File: config.mk
export PLATFORM = sky130hd
export DESIGN_NAME = uart_rx_fifo
export DESIGN_NICKNAME = d
export VERILOG_FILES = /design/src/rtl/uart_pkg.sv /design/src/rtl/uart_sync_edge.sv /design/src/rtl/uart_rx_fifo.sv
export SDC_FILE = /design/constraint.sdc
export NUM_CORES = 1
export LEC_CHECK = 0
export ABC_CLOCK_PERIOD_IN_PS = 4300
export BUFFER_PORTS_ARGS = -buffer_cell sky130_fd_sc_hd__buf_2
export CAP_MARGIN = 20
export CORE_ASPECT_RATIO = 1.4
export CORE_UTILIZATION = 40
export CTS_CLUSTER_SIZE = 24
export DETAILED_ROUTE_END_ITERATION = 16
export GPL_TIMING_DRIVEN = 0
export HOLD_SLACK_MARGIN = 0.1
export PLACE_DENSITY = 0.52
export SKIP_CTS_REPAIR_TIMING = 1
export SYNTH_ARGS = -nofsm -noshare
export SYNTH_HDL_FRONTEND = slang
export SYNTH_SLANG_ARGS = --single-unit
File: constraint.sdc
create_clock -name clk_100MHz -period 4.3 [get_ports clk_100MHz]
set_clock_uncertainty 0.1 [all_clocks]
set_input_delay 0.215 -clock clk_100MHz [delete_from_list [all_inputs] [get_ports clk_100MHz]]
set_output_delay 0.215 -clock clk_100MHz [all_outputs]
set_load 0.05 [all_outputs]
File: src/rtl/uart_pkg.sv
// rtl/uart_pkg.sv - shared types and defaults for the UART receive path
package uart_pkg;

   typedef logic [7:0] byte_t;

   localparam int UART_RX_FIFO_DEPTH = 16;

endpackage

File: src/rtl/uart_sync_edge.sv
// rtl/uart_sync_edge.sv - multi-flop level synchroniser with rise/fall detection
module uart_sync_edge #(
   parameter int SYNC_STAGES = 2
) (
   input  logic clk_100MHz,
   input  logic rst,
   input  logic level,
   output logic sync,
   output logic rise,
   output logic fall
);

   logic [SYNC_STAGES-1:0] stages;
   logic                   d_q;

   // Shift the asynchronous level through the synchroniser chain, then keep one cycle of history.
   always_ff @(posedge clk_100MHz or posedge rst) begin
      if (rst) begin
         stages <= '0;
         d_q    <= 1'b0;
      end else begin
         stages <= {stages[SYNC_STAGES-2:0], level};
         d_q    <= stages[SYNC_STAGES-1];
      end
   end

   assign sync = stages[SYNC_STAGES-1];
   assign rise = sync & ~d_q;
   assign fall = ~sync & d_q;

endmodule

File: src/rtl/uart_rx_fifo.sv
// rtl/uart_rx_fifo.sv - rx byte capture into the system domain with a FWFT buffer
module uart_rx_fifo
   import uart_pkg::*;
#(
   parameter int DEPTH       = UART_RX_FIFO_DEPTH,
   parameter int SYNC_STAGES = 2
) (
   input  logic                       clk_100MHz,
   input  logic                       rst,
   input  logic                       rx_done,
   input  byte_t                      rx_data,
   input  logic                       m_ready,
   input  logic                       clr_overflow,
   output logic                       m_valid,
   output byte_t                      m_data,
   output logic [$clog2(DEPTH):0]     count,
   output logic                       full,
   output logic                       empty,
   output logic                       overflow
);

   localparam int AW = $clog2(DEPTH);
   localparam int CW = AW + 1;

   logic          done_sync;
   logic          done_rise;
   logic          done_fall;
   logic          armed;
   logic          push_req;
   logic          push_ok;
   logic          pop;
   logic [AW-1:0] wr_ptr;
   logic [AW-1:0] rd_ptr;
   byte_t         mem [DEPTH];

   uart_sync_edge #(
      .SYNC_STAGES (SYNC_STAGES)
   ) u_sync (
      .clk_100MHz (clk_100MHz),
      .rst        (rst),
      .level      (rx_done),
      .sync       (done_sync),
      .rise       (done_rise),
      .fall       (done_fall)
   );

   // The receiver's first rx_done after reset marks entry to IDLE, so only rises after a fall carry bytes.
   always_ff @(posedge clk_100MHz or posedge rst) begin
      if (rst) armed <= 1'b0;
      else if (done_fall) armed <= 1'b1;
   end

   // A push needs an armed path and a fresh high level; a full FIFO only accepts it alongside a pop.
   assign push_req = armed & done_sync & done_rise;
   assign pop      = m_valid & m_ready;
   assign push_ok  = push_req & (~full | pop);

   // Storage has no reset; the read mux below hides stale contents while empty.
   always_ff @(posedge clk_100MHz) begin
      if (push_ok) mem[wr_ptr] <= rx_data;
   end

   // Pointers wrap naturally at DEPTH; occupancy is tracked explicitly for full/empty.
   always_ff @(posedge clk_100MHz or posedge rst) begin
      if (rst) begin
         wr_ptr <= '0;
         rd_ptr <= '0;
         count  <= '0;
      end else begin
         if (push_ok) wr_ptr <= wr_ptr + AW'(1);
         if (pop)     rd_ptr <= rd_ptr + AW'(1);
         case ({push_ok, pop})
            2'b10:   count <= count + CW'(1);
            2'b01:   count <= count - CW'(1);
            default: count <= count;
         endcase
      end
   end

   // Sticky drop flag; a drop in the same cycle as a clear keeps it set.
   always_ff @(posedge clk_100MHz or posedge rst) begin
      if (rst) overflow <= 1'b0;
      else if (push_req & full & ~pop) overflow <= 1'b1;
      else if (clr_overflow) overflow <= 1'b0;
   end

   assign full    = (count == CW'(DEPTH));
   assign empty   = (count == '0);
   assign m_valid = ~empty;
   assign m_data  = empty ? 8'h00 : mem[rd_ptr];

endmodule
Word level (Yosys, flattened, before mapping):

Memory sizes are Yosys's and may differ from the RTL's.
Index checks and enable logic that the tools add are counted.

* memories: 1
* bits in writable memories: 128
* logic and storage cells: 38
* output and inout port bits: 17
* bits in registers: 18
* bits of input ports: 13

* multiplexer cells: 6
* $add $sub $neg: 4
* bitwise logic cells: 14
* reduce and logical (&&, ||, !) cells: 3
* equality and inequality tests: 3

Memory list
* mem: words 16, bits a word 8, rd ports 1, clocked after memory_dff 0, wr ports 1, RTL line uart_rx_fifo.sv:34 `byte_t mem [DEPTH];`

Operators with widths (count)
* $pmux W5 S2: 1
* $add A4 B1 Y4 const B: 2
* $and A1 B1 Y1: 8
* $mux W8: 1
* $add A5 B1 Y5 const B: 1
* $eq A5 B5 Y1 const B: 1
* $logic_not A5 Y1: 1
* $not A1 Y1: 5
* $sub A5 B1 Y5 const B: 1
* $mux W1: 4
* $reduce_bool A2 Y1: 2
* $eq A2 B1 Y1 const B: 1
* $eq A2 B2 Y1 const B: 1
* $or A1 B1 Y1: 1

Logic depth before layout (Yosys ltp):

* depth in word-level cells: 7
* depth in mapped cells: 10
* mapped depth without buffers: 9

Modules after synthesis:

A second synthesis with hierarchy kept.

* cell total of the unflattened synthesis: 314
* area total of the unflattened synthesis: 6015.8 sq um

By module, submodules not included
* uart_rx_fifo: sequential area each 4219.0 sq um, times used 1, cells each 308, area each 5921.9 sq um
* uart_sync_edge: sequential area each 75.1 sq um, times used 1, cells each 6, area each 93.8 sq um

Worst setup path before layout:

Ideal clock, no wire load.

* kind: register -> register
* from: register count[0]
* to: register count[3]
* period minus slack after synthesis: 2804 ps
* cell stages (with the launch flop): 11
* data arrival time: 2579 ps
* required time: 4075 ps
* library setup time: 125 ps
* setup slack: 1496 ps
* buffers on the path: 1
* cells stage by stage: dfrtp_1 -> nor4_2 -> nand2_1 -> clkbuf_8 -> nand3_1 -> inv_1 -> ha_1 -> a21o_1 -> a21oi_1 -> xnor2_1 -> mux2_2

* cells in the longest elaborated chain, start to end: 7
* elaborated cells between the ends (all ways): 13
* those cells by class: add/sub: 2; eq/ne: 3; mux: 1; bitwise: 5; reduce/logical: 2

RTL lines
* start, declared: RTL line uart_rx_fifo.sv:16 `output logic [$clog2(DEPTH):0] count,`
* start signal, assigned: RTL line uart_rx_fifo.sv:73 `2'b10: count <= count + CW'(1);`
* start signal, assigned: RTL line uart_rx_fifo.sv:74 `2'b01: count <= count - CW'(1);`
* start signal, assigned: RTL line uart_rx_fifo.sv:75 `default: count <= count;`
* $logic_not A5 Y1 (*): RTL line uart_rx_fifo.sv:88 `assign empty = (count == '0);`
* $not A1 Y1 (*): RTL line uart_rx_fifo.sv:89 `assign m_valid = ~empty;`
* net m_valid: RTL line uart_rx_fifo.sv:14 `output logic m_valid,`
* $and A1 B1 Y1 (*): RTL line uart_rx_fifo.sv:55 `assign pop = m_valid & m_ready;`
* $or A1 B1 Y1: RTL line uart_rx_fifo.sv:56 `assign push_ok = push_req & (~full | pop);`
* $and A1 B1 Y1: RTL line uart_rx_fifo.sv:56
* $eq A2 B1 Y1 / $eq A2 B2 Y1 (equally long branches): RTL line uart_rx_fifo.sv:72 `case ({push_ok, pop})`
* $pmux W5 S2 / $reduce_bool A2 Y1 (equally long branches)

The timed path passes the listed nets; every way through them passes the cells marked *.
A chain may end at the register's enable or synchronous reset.

Final worst setup path:

* from: register rd_ptr[0]
* to: output port m_data[0]

* cells in the longest elaborated chain, start to end: 2

RTL lines
* start, declared: RTL line uart_rx_fifo.sv:33 `logic [AW-1:0] rd_ptr;`
* start signal, assigned: RTL line uart_rx_fifo.sv:71 `if (pop) rd_ptr <= rd_ptr + AW'(1);`
* $mem_v2 Z16 W8
* $mux W8: RTL line uart_rx_fifo.sv:90 `assign m_data = empty ? 8'h00 : mem[rd_ptr];`
* end, declared: RTL line uart_rx_fifo.sv:15 `output byte_t m_data,`

Every way passes these cells.

==> results.yml <==
status:
  status: "complete, no violations"
placed_design:
  gp_congestion: 0.757
  post-place-ws_ps: 1350
  dpl_cell_area_mm2: 0.00647
  dpl.hpwl_um: 8110
  io_buffers: 28
timing:
  finalCritPeriodShare_pct: 68.8
  max-slew-margin-rel_pct: 48.4
  tns_ps: 0
  rsz0062_at_grt: "no"
  fin_crit_ps: 2960
  finalHoldViolCount: 0
  final_max_slew_viol_count: 0
  worstMarginPinSlew_ps: 773
  setup_viol: 0
  fin_ws_ps: 1340
  fmax_mhz: 338
global_routing:
  grt.total_usage_pct: 17.3
  grt_start_max_net_pins: 19
  grt_pass1_wl_um: 18800
  grt-ovfl-total: 0
  antenna_found_initial: 0
  grt_pass1_vias: 3134
synthesis:
  synth_edf_count: 128
  synth_cell_type_count: 42
  synth_seq_area_share_pct: 70.5
  yosys_warnings: 0
  avgSynthCellArea_um2: 19.5
  netlist_instances: 312
  synth_flop_cell: "edfxtp_1"
  synthesis.area_mm2: 0.00609
  synth-async-reset-ratio_pct: 12.3
  synth_nets: 334
  ys_ff_latch: 146
floorplanning:
  die-area_mm2: 0.0157
  die-height_um: 148
  die_x_um: 106
  fp.coreArea_mm2: 0.0149
  fp-row-count: 53
  initial_core_util_pct: 40.8
  io_pins: 30
cells_and_area:
  final_nets: 387
  final_cell_area_mm2: 0.00708
  diodes: 0
  layout-drive-gt1-share_pct: 28.6
  multiInputGateArea_mm2: 0.00162
  nFillCells: 1262
  syn_to_final_growth_pct: 16.1
  seq_area_mm2: 0.00429
pwr:
  vdd_drop_max_mv: 0.648
  powerDensity_mw_per_mm2: 688
  power.total_mw: 4.87
  leakagePower_nw: 2.49
drt:
  avgViaCountPerCell: 5.19
  drt_iter0_drc: 125
  drc_errors: 0
  wirelength_um: 12500
  wire_per_inst_um: 21.9
  dr.pass1.iters: 4
  vias: 2961
  ant_nets: 0
clock_tree:
  numCtsBuffers: 17
  clk_latency_ps: 420
  h-tree-depth: 4
  cts.sinks: 146
  cts_tree: "done"
  clk_pin_slew_worst_paths_ps: 70
  cts.path.max_buffers: 2
  clockRootBuffer: "clkbuf_16"
setup_path:
  r2r_start: "count[0]$_DFFE_PP0P_"
  required_ps: 3980
  path_max_fanout: 10
  critPathLaunchType: "flop"
  crit_start: "rd_ptr[0]$_DFFE_PP0P_"
  worstPathArrival_ps: 2640
  end_kind: "output pin"
  worstSetupPathType: "reg2out"
min_path:
  hold_start: "rx_data[5]"
  hold_path_class: "in2reg"
run:
  maxCapViolations: 0
## placed cells by master (no fill, tap or decap), types with 2 or more instances in the layout
| master | Yosys | routed |
|---|---|---|
| a21o_1 | 2 | 2 |
| a21oi_1 | 10 | 10 |
| and2_1 | 12 | 12 |
| and3b_1 | 2 | 2 |
| and4_1 | 5 | 5 |
| buf_2 | 4 | 32 |
| buf_4 | 4 | 4 |
| buf_6 | 2 | 2 |
| clkbuf_1 | 2 | 3 |
| clkbuf_16 | 0 | 17 |
| clkbuf_8 | 2 | 4 |
| clkinv_2 | 0 | 4 |
| clkinvlp_4 | 0 | 5 |
| dfrtp_1 | 18 | 18 |
| dlygate4sd3_1 | 0 | 6 |
| edfxtp_1 | 128 | 128 |
| ha_1 | 8 | 8 |
| inv_1 | 10 | 10 |
| inv_6 | 0 | 2 |
| mux2_2 | 11 | 11 |
| mux2i_1 | 12 | 12 |
| mux4_1 | 11 | 11 |
| mux4_2 | 21 | 21 |
| nand2_1 | 6 | 6 |
| nand2b_1 | 2 | 2 |
| nand3_1 | 3 | 3 |
| nor2_1 | 2 | 2 |
| o21ai_0 | 5 | 5 |
| o21ai_1 | 4 | 4 |
| xnor2_1 | 9 | 9 |
## metrics by stage
step	utilization [%]	cells	hold slack (ps)
after detailed placement	43.4	532	226
after CTS	47.0	564	-211
after global placement	43.4	532	232
final	47.4	570	95.5
after global routing	47.4	570	101
after floorplan	-	312	53.6
## cells in the mapped netlist, types with 2 or more instances
library cell / count / area, um^2
edfxtp_1: 128 / 3840
mux4_2: 21 / 473
dfrtp_1: 18 / 450
and2_1: 12 / 75.1
mux2i_1: 12 / 120
mux2_2: 11 / 124
mux4_1: 11 / 289
a21oi_1: 10 / 50.1
inv_1: 10 / 37.5
xnor2_1: 9 / 78.8
ha_1: 8 / 100
nand2_1: 6 / 22.5
and4_1: 5 / 43.8
o21ai_0: 5 / 25.0
buf_2: 4 / 20.0
buf_4: 4 / 30.0
o21ai_1: 4 / 20.0
nand3_1: 3 / 15.0
a21o_1: 2 / 15.0
and3b_1: 2 / 17.5
buf_6: 2 / 22.5
clkbuf_1: 2 / 7.51
clkbuf_8: 2 / 27.5
nand2b_1: 2 / 12.5
nor2_1: 2 / 7.51
## worst max-delay path, stage by stage (launching register included)
cell     delay, ps
dfrtp_1        340
buf_2          330
buf_4          330
mux4_1         570
mux2i_1        260
a21oi_1        160
buf_2          240
## kinds of logic after synthesis
family / share of synthesized area (%)
AO/OA/AOI/OAI: 2.50
XOR/XNOR: 1.29
adder cells (fa/ha/maj): 1.97
buffers and inverters: 3.02
flip-flops: 70.5
multiplexers: 16.5
AND/OR/NAND/NOR: 4.25
## metal layers
metal	up-vias	track usage [%]	part of all wire [%]
met5	-	0	0
met4	0	6.94	1.4
met3	12	3.64	2.2
met2	50	30.6	54
met1	1540	20.2	43
li1	1359	-	-
## report_power, final
part	switching [mW]	total, mW	internal, mW	leakage, nW
clock network	0.565	1.33	0.766	0.255
logic	1.09	1.80	0.710	0.874
registers	0.0708	1.74	1.67	1.36
## registers in the layout (all words and copies together), names as in the netlist
| signal | count |
|---|---|
| armed | 1 |
| rd_ptr | 4 |
| overflow | 1 |
| u_sync.stages | 2 |
| wr_ptr | 4 |
| u_sync.d_q | 1 |
| count | 5 |
| mem | 128 |
## worst paths after layout
path | end | slack, ps | depth (start not counted)
min reg2reg | u_sync.stages[1]$_DFF_PP0_ | 250 | 0
min in group asynchronous | u_sync.stages[0]$_DFF_PP0_ | 390 | 3
max in group asynchronous | wr_ptr[0]$_DFFE_PP0P_ | 3220 | 3
min | mem[1][5]$_DFFE_PP_ | 100 | 1
max reg2reg | count[4]$_DFFE_PP0P_ | 1350 | 9
max | m_data[0] | 1340 | 6
## final cells by class
class,count,share of cell area (%)
Buffer,16,2.02
Clock buffer,20,6.45
Clock inverter,12,1.18
Inverter,11,0.584
Multi-Input combinational cell,139,22.8
Sequential cell,146,60.7
Tap cell,192,3.40
Timing Repair Buffer,34,2.83
No activity file was read; power rests on OpenSTA's default activity.
